==> config.mk <==
export PLATFORM = sky130hd
export DESIGN_NAME = multicycle_control
export DESIGN_NICKNAME = d
export VERILOG_FILES = /design/src/rtl/cpu_ctrl_pkg.sv /design/src/rtl/ctrl_decode.sv /design/src/rtl/multicycle_control.sv
export SDC_FILE = /design/constraint.sdc
export NUM_CORES = 1
export LEC_CHECK = 0
export ABC_AREA = 0
export CAP_MARGIN = 20
export CORE_ASPECT_RATIO = 0.8
export CORE_MARGIN = 10
export CORE_UTILIZATION = 41
export DETAILED_ROUTE_END_ITERATION = 10
export HOLD_SLACK_MARGIN = 0.15
export PLACE_DENSITY = 0.69
export SYNTH_ARGS = -nofsm -noshare
export SYNTH_HDL_FRONTEND = slang
export SYNTH_HIERARCHICAL = 1
export SYNTH_SLANG_ARGS = --single-unit
==> constraint.sdc <==
create_clock -name Clock -period 5.3 [get_ports Clock]
set_input_delay 0.795 -clock Clock [delete_from_list [all_inputs] [get_ports Clock]]
set_output_delay 0.795 -clock Clock [all_outputs]
set_load 0.005 [all_outputs]
==> src/rtl/cpu_ctrl_pkg.sv <==
`default_nettype none
// ============================================================================
// Module      : cpu_ctrl_pkg
// Description : Shared opcodes, FSM state encoding, ALUOp codes and the
//               control-bundle type for the multi-cycle control sequencer.
// Revision    : 1.0 - initial release
// ============================================================================
package cpu_ctrl_pkg;

    // Opcode map (instruction[15:13]); 011 and 110 are unassigned.
    localparam logic [2:0] OP_RTYPE = 3'b000;
    localparam logic [2:0] OP_ADDI  = 3'b001;
    localparam logic [2:0] OP_BEQ   = 3'b010;
    localparam logic [2:0] OP_LW    = 3'b100;
    localparam logic [2:0] OP_SW    = 3'b101;
    localparam logic [2:0] OP_HALT  = 3'b111;

    // ALU operation select presented to the datapath.
    localparam logic [1:0] ALUOP_ADD   = 2'b00;
    localparam logic [1:0] ALUOP_SUB   = 2'b01;
    localparam logic [1:0] ALUOP_FUNCT = 2'b10;

    // Sequencer states, binary encoded in pipeline order.
    typedef enum logic [2:0] {
        S_FETCH  = 3'd0,
        S_DECODE = 3'd1,
        S_EXEC   = 3'd2,
        S_MEM    = 3'd3,
        S_WB     = 3'd4,
        S_HALTED = 3'd5
    } state_t;

    // Full control bundle driven towards the datapath.
    typedef struct packed {
        logic       reg_dst;
        logic       branch;
        logic       mem_read;
        logic       mem_write;
        logic       reg_write;
        logic       mem_to_reg;
        logic       alu_src;
        logic [1:0] alu_op;
        logic       pc_write;
        logic       ir_write;
    } ctrl_t;

    // True for every assigned opcode, HALT included.
    function automatic logic op_is_legal(input logic [2:0] op);
        logic legal;
        case (op)
            OP_RTYPE, OP_ADDI, OP_BEQ, OP_LW, OP_SW, OP_HALT: legal = 1'b1;
            default:                                          legal = 1'b0;
        endcase
        return legal;
    endfunction

    // True for instructions whose second ALU operand is the immediate.
    function automatic logic op_uses_imm(input logic [2:0] op);
        return (op == OP_ADDI) || (op == OP_LW) || (op == OP_SW);
    endfunction

endpackage
`default_nettype wire

==> src/rtl/ctrl_decode.sv <==
`default_nettype none
// ============================================================================
// Module      : ctrl_decode
// Description : Purely combinational decode of (state, opcode) into the
//               datapath control bundle, PC write and IR write strobes.
// Revision    : 1.0 - initial release
// ============================================================================
module ctrl_decode
    import cpu_ctrl_pkg::*;
#(
    parameter bit ILLEGAL_TRAP = 1'b0
) (
    input  state_t     i_state,
    input  logic [2:0] i_op,
    input  logic       i_stall,
    output ctrl_t      o_ctrl
);

    // Moore decode; i_op is the live opcode in DECODE and the latched one
    // afterwards. i_stall only gates the SW PC update so a stalled store
    // never advances the PC.
    always_comb begin
        o_ctrl = '0;
        case (i_state)
            S_FETCH: begin
                o_ctrl.ir_write = 1'b1;
            end
            S_DECODE: begin
                // An illegal opcode retires here as a NOP unless it traps.
                if (!op_is_legal(i_op) && !ILLEGAL_TRAP) begin
                    o_ctrl.pc_write = 1'b1;
                end
            end
            S_EXEC, S_MEM, S_WB: begin
                // ALU controls stay stable for the whole execution phase.
                o_ctrl.alu_src = op_uses_imm(i_op);
                case (i_op)
                    OP_RTYPE: o_ctrl.alu_op = ALUOP_FUNCT;
                    OP_BEQ:   o_ctrl.alu_op = ALUOP_SUB;
                    default:  o_ctrl.alu_op = ALUOP_ADD;
                endcase

                if (i_state == S_EXEC) begin
                    if (i_op == OP_BEQ) begin
                        o_ctrl.branch   = 1'b1;
                        o_ctrl.pc_write = 1'b1;
                    end
                end else if (i_state == S_MEM) begin
                    if (i_op == OP_LW) begin
                        o_ctrl.mem_read = 1'b1;
                    end else if (i_op == OP_SW) begin
                        o_ctrl.mem_write = 1'b1;
                        o_ctrl.pc_write  = !i_stall;
                    end
                end else begin
                    o_ctrl.reg_write  = 1'b1;
                    o_ctrl.pc_write   = 1'b1;
                    o_ctrl.reg_dst    = (i_op == OP_RTYPE);
                    o_ctrl.mem_to_reg = (i_op == OP_LW);
                end
            end
            default: begin
                // HALTED and unused encodings drive no strobes.
                o_ctrl = '0;
            end
        endcase
    end

endmodule
`default_nettype wire

==> src/rtl/multicycle_control.sv <==
`default_nettype none
// ============================================================================
// Module      : multicycle_control
// Description : Multi-cycle control sequencer for the 16-bit datapath.
//               Holds the state register, the latched opcode, the
//               next-state logic and the retired-instruction counter.
// Revision    : 1.0 - initial release
// ============================================================================
module multicycle_control
    import cpu_ctrl_pkg::*;
#(
    parameter int COUNT_WIDTH  = 16,
    parameter bit ILLEGAL_TRAP = 1'b0
) (
    input  logic                   Clock,
    input  logic                   Reset,
    input  logic [2:0]             opcode,
    input  logic                   Stall,
    output logic                   RegDst,
    output logic                   Branch,
    output logic                   MemRead,
    output logic                   MemWrite,
    output logic                   RegWrite,
    output logic                   MemToReg,
    output logic                   ALUSrc,
    output logic [1:0]             ALUOp,
    output logic                   PCWrite,
    output logic                   IRWrite,
    output logic                   Halted,
    output logic [COUNT_WIDTH-1:0] RetireCount
);

    state_t                 r_state;
    state_t                 w_next_state;
    logic [2:0]             r_op_q;
    logic [2:0]             w_op_sel;
    logic [COUNT_WIDTH-1:0] r_retire;
    ctrl_t                  w_ctrl;

    // In DECODE the opcode has not been latched yet, so decode it live.
    assign w_op_sel = (r_state == S_DECODE) ? opcode : r_op_q;

    ctrl_decode #(
        .ILLEGAL_TRAP (ILLEGAL_TRAP)
    ) u_ctrl_decode (
        .i_state (r_state),
        .i_op    (w_op_sel),
        .i_stall (Stall),
        .o_ctrl  (w_ctrl)
    );

    // Next-state selection from the current state and the opcode.
    always_comb begin
        w_next_state = r_state;
        case (r_state)
            S_FETCH: begin
                w_next_state = S_DECODE;
            end
            S_DECODE: begin
                if (opcode == OP_HALT) begin
                    w_next_state = S_HALTED;
                end else if (!op_is_legal(opcode)) begin
                    w_next_state = ILLEGAL_TRAP ? S_HALTED : S_FETCH;
                end else begin
                    w_next_state = S_EXEC;
                end
            end
            S_EXEC: begin
                case (r_op_q)
                    OP_BEQ:        w_next_state = S_FETCH;
                    OP_LW, OP_SW:  w_next_state = S_MEM;
                    default:       w_next_state = S_WB;
                endcase
            end
            S_MEM: begin
                // Memory wait-states hold the FSM here.
                if (!Stall) begin
                    w_next_state = (r_op_q == OP_LW) ? S_WB : S_FETCH;
                end
            end
            S_WB: begin
                w_next_state = S_FETCH;
            end
            S_HALTED: begin
                w_next_state = S_HALTED;
            end
            default: begin
                w_next_state = S_FETCH;
            end
        endcase
    end

    // State register; reset aborts any instruction in flight.
    always_ff @(posedge Clock or posedge Reset) begin
        if (Reset) begin
            r_state <= S_FETCH;
        end else begin
            r_state <= w_next_state;
        end
    end

    // Opcode latch, updated only on the DECODE edge.
    always_ff @(posedge Clock or posedge Reset) begin
        if (Reset) begin
            r_op_q <= OP_RTYPE;
        end else if (r_state == S_DECODE) begin
            r_op_q <= opcode;
        end
    end

    // Retired-instruction counter, one count per PC update, wrapping.
    always_ff @(posedge Clock or posedge Reset) begin
        if (Reset) begin
            r_retire <= '0;
        end else if (w_ctrl.pc_write) begin
            r_retire <= r_retire + COUNT_WIDTH'(1);
        end
    end

    assign RegDst      = w_ctrl.reg_dst;
    assign Branch      = w_ctrl.branch;
    assign MemRead     = w_ctrl.mem_read;
    assign MemWrite    = w_ctrl.mem_write;
    assign RegWrite    = w_ctrl.reg_write;
    assign MemToReg    = w_ctrl.mem_to_reg;
    assign ALUSrc      = w_ctrl.alu_src;
    assign ALUOp       = w_ctrl.alu_op;
    assign PCWrite     = w_ctrl.pc_write;
    assign IRWrite     = w_ctrl.ir_write;
    assign Halted      = (r_state == S_HALTED);
    assign RetireCount = r_retire;

endmodule
`default_nettype wire
==> impl_metrics.env <==
export IMPL_status="finished, final reports clean"
export IMPL_synth_distinct_cells=41
export IMPL_clock_skew_final_ps=3.79
export IMPL_r2r_cells=8
export IMPL_seqPwrFrac_pct=60.9
export IMPL_hpwl_mm=2.24
export IMPL_min_period_ps=3920
export IMPL_grt_pass1_vias=970
export IMPL_power_density_nw_per_um2=168
export IMPL_grt_use_total_pct=10.6
export IMPL_rsz0062_at_grt="false"
export IMPL_required_ps=4510
export IMPL_final_common_cell="clkdlybuf4s50_1"
export IMPL_firstDrtPassIters=5
export IMPL_sw_frac_of_total_pct=19.4
export IMPL_comb_power_share_pct=3.0
export IMPL_cpLargestDelayFamily="simple AND/OR/NAND/NOR gates"
export IMPL_final_nets=160
export IMPL_syn_cell_area_um2=1250
export IMPL_power_switching_uw=53.5
export IMPL_timing_final_crit_share_pct=74.0
export IMPL_clk_insertion_delay_late_ps=260
export IMPL_cp_arrival_ps=3130
export IMPL_vias_per_cell=5.17
export IMPL_n_fill_cell=262
export IMPL_grt_max_degree=23
export IMPL_hold_viol_final=0
export IMPL_grt_pass1_wl_mm=4.89
export IMPL_synthCells=118
export IMPL_intPower_uw=222
export IMPL_holdCritStartpoint="RetireCount[15]"
export IMPL_antenna_cells=0
export IMPL_cts_root_buffer="clkbuf_8"
export IMPL_clk_path_buf_depth=2
export IMPL_cts_htree_levels=1
export IMPL_layout_common_cells="clkdlybuf4s50_1 (33), dfrtp_1 (22), xnor2_1 (12)"
export IMPL_die_y_um=69.4
export IMPL_path_class="flip-flop to output pin"
export IMPL_place_gp_congestion=0.719
export IMPL_cap_violations=0
export IMPL_crit_fanout=17
export IMPL_drtIter0Drc=65
export IMPL_clk_pin_slew_worst_paths_ps=70
export IMPL_setup_viol=0
export IMPL_yosysWarnings=6
export IMPL_routed_wl_mm=2.85
export IMPL_hold_class="flip-flop to flip-flop"
export IMPL_dp_cells=186
export IMPL_start_util_pct=44.2
export IMPL_num_io_pins=34
export IMPL_io_buffers=33
export IMPL_p_clk_share_pct=36.1
export IMPL_min_path_cells=1
export IMPL_post_cts_buffers=0
export IMPL_crit_path_cell_trace="nor3b_4, mux2_2, nor4b_4, nor3_2, o221ai_2, clkdlybuf4s50_1"
export IMPL_ant_nets=0
export IMPL_fp_dieW_um=81.7
export IMPL_area_growth_pct=31.4
export IMPL_ctsResizeCount=0
export IMPL_postSynthAreaPerCell_um2=10.6
export IMPL_power_leakage_uw=0.000664
export IMPL_timing_rr_end="RetireCount[13]"
export IMPL_fin_cells=189
export IMPL_r2r_start="r_state[0]"
export IMPL_tns_ps=0
export IMPL_wire_per_inst_um=15.1
export IMPL_ys_ff_latch=22
export IMPL_synth_area_leader_cell="dfrtp_1"
export IMPL_reg2reg_slack_ps=2260
export IMPL_synth_nets=125
export IMPL_die_area_um2=5670
export IMPL_tightest_slew_ps=789
export IMPL_drc=0
export IMPL_grt_overflow=0
export IMPL_ys_seq_area_share_pct=44.0
export IMPL_vias=977
export IMPL_finalPower_uw=276
export IMPL_slew_viol_final=0
export IMPL_fp_row_count=17
export IMPL_antenna_found_initial=0
export IMPL_crit_path_max_incr_delay_ps=700
export IMPL_cts_tree="built"
export IMPL_slew_headroom_pct=47.3
export IMPL_ir_worst_vdd_mv=0.107
export IMPL_max_freq_mhz=255
export IMPL_holdPathEnd="RetireCount[15]"
export IMPL_ctsHoldBuffers=0
export IMPL_design_core_area_um2=2830
export IMPL_critical_path_buf_inv_count=1
export IMPL_path_depth=6
export IMPL_ys_top_cells_by_area="dfrtp_1 (44%), xnor2_1 (8.4%), mux2_2 (3.6%)"
export IMPL_cts_made_buffers=3
export IMPL_cp_start_kind="flip-flop"
export IMPL_critPathSlowestCell="dfrtp_1"
export IMPL_numClockSinks=22
export IMPL_crit_path_end_kind="output pin"
export IMPL_netlist_area_leader_share_pct=44.0
export IMPL_drive_gt1_share_pct=13.9
[per-layer routing]
| metal | wire, µm | vias up | GRT usage (%) | part of all wire, % |
|---|---|---|---|---|
| li1 | - | 491 | - | - |
| met1 | 1290 | 458 | 13.4 | 45 |
| met2 | 1320 | 26 | 15.6 | 46 |
| met3 | 216 | 2 | 4.78 | 7.6 |
| met4 | 27 | 0 | 2.81 | 0.95 |
| met5 | 0 | - | 0 | 0 |
[power groups by stage]
stage | clock network, µW | registers, µW | logic [µW]
floorplan | 0 | 171 | 3.25
global route | 111 | 168 | 9.45
CTS | 102 | 168 | 8.75
global placement | 0 | 171 | 8.62
finish | 99.4 | 168 | 8.40
detailed placement | 0 | 171 | 8.71
[per-stage QoR]
stage / setup slack, ps / area [µm²] / utilization [%] / hold WS [ps]
floorplan: 2450 / 1250 / - / 468
global placement: 1600 / 1600 / 56.6 / 459
detailed placement: 1550 / 1600 / 56.6 / 468
CTS: 1380 / 1640 / 58.1 / 478
global route: 1140 / 1640 / 58.1 / 488
finish: 1380 / 1640 / 58.1 / 472
[synth_stat cells (all sizes together)]
cell type / count
a21oi: 3
a311oi: 1
a31oi: 1
and2: 1
and2b: 3
and3: 4
and4: 4
and4bb: 2
buf: 3
dfrtp: 22
ha: 1
inv: 5
mux2: 4
nand2: 9
nand2b: 2
nand3: 5
nand4: 8
nor2: 9
nor2b: 1
nor3: 3
nor3b: 1
nor4: 3
nor4b: 1
o211a: 1
o21ai: 2
o221ai: 1
o22ai: 1
or2: 1
xnor2: 12
xor2: 4
[cell families (layout without fill, tap and decap cells)]
group / Yosys count / in the layout / share of synthesized area (%)
AOI/OAI and AO/OA: 10 / 10 / 5.71
DFF: 22 / 22 / 44.0
adders and majority gates: 1 / 1 / 1.00
buffers and inverters: 8 / 41 / 3.60
and+or+nand+nor: 57 / 57 / 30.8
xor gates and xnor gates: 16 / 16 / 11.2
muxes: 4 / 4 / 3.60
[area by class of cell]
type	instances	area [µm²]	area share, %
well taps	38	47.5	2.89
repair buffers	33	330	20.1
flip-flops and latches	22	551	33.5
inverters	5	18.8	1.14
clock buffers	3	41.3	2.51
multi-input cells	88	654	39.8
[how the worst max path moves through the flow]
stage                     startpoint  endpoint  slack, ps
after floorplan           r_state[0]   PCWrite       2450
after global placement     opcode[0]   PCWrite       1600
after detailed placement   opcode[1]   PCWrite       1550
after CTS                 r_state[0]   PCWrite       1380
after global routing      r_state[0]   PCWrite       1140
final                     r_state[0]   PCWrite       1380
[sequential cells by signal, summed over array words and instances, names as in the netlist]
signal	flops
RetireCount	16
r_op_q	3
r_state	3
Power figures use the tool's default switching activity.
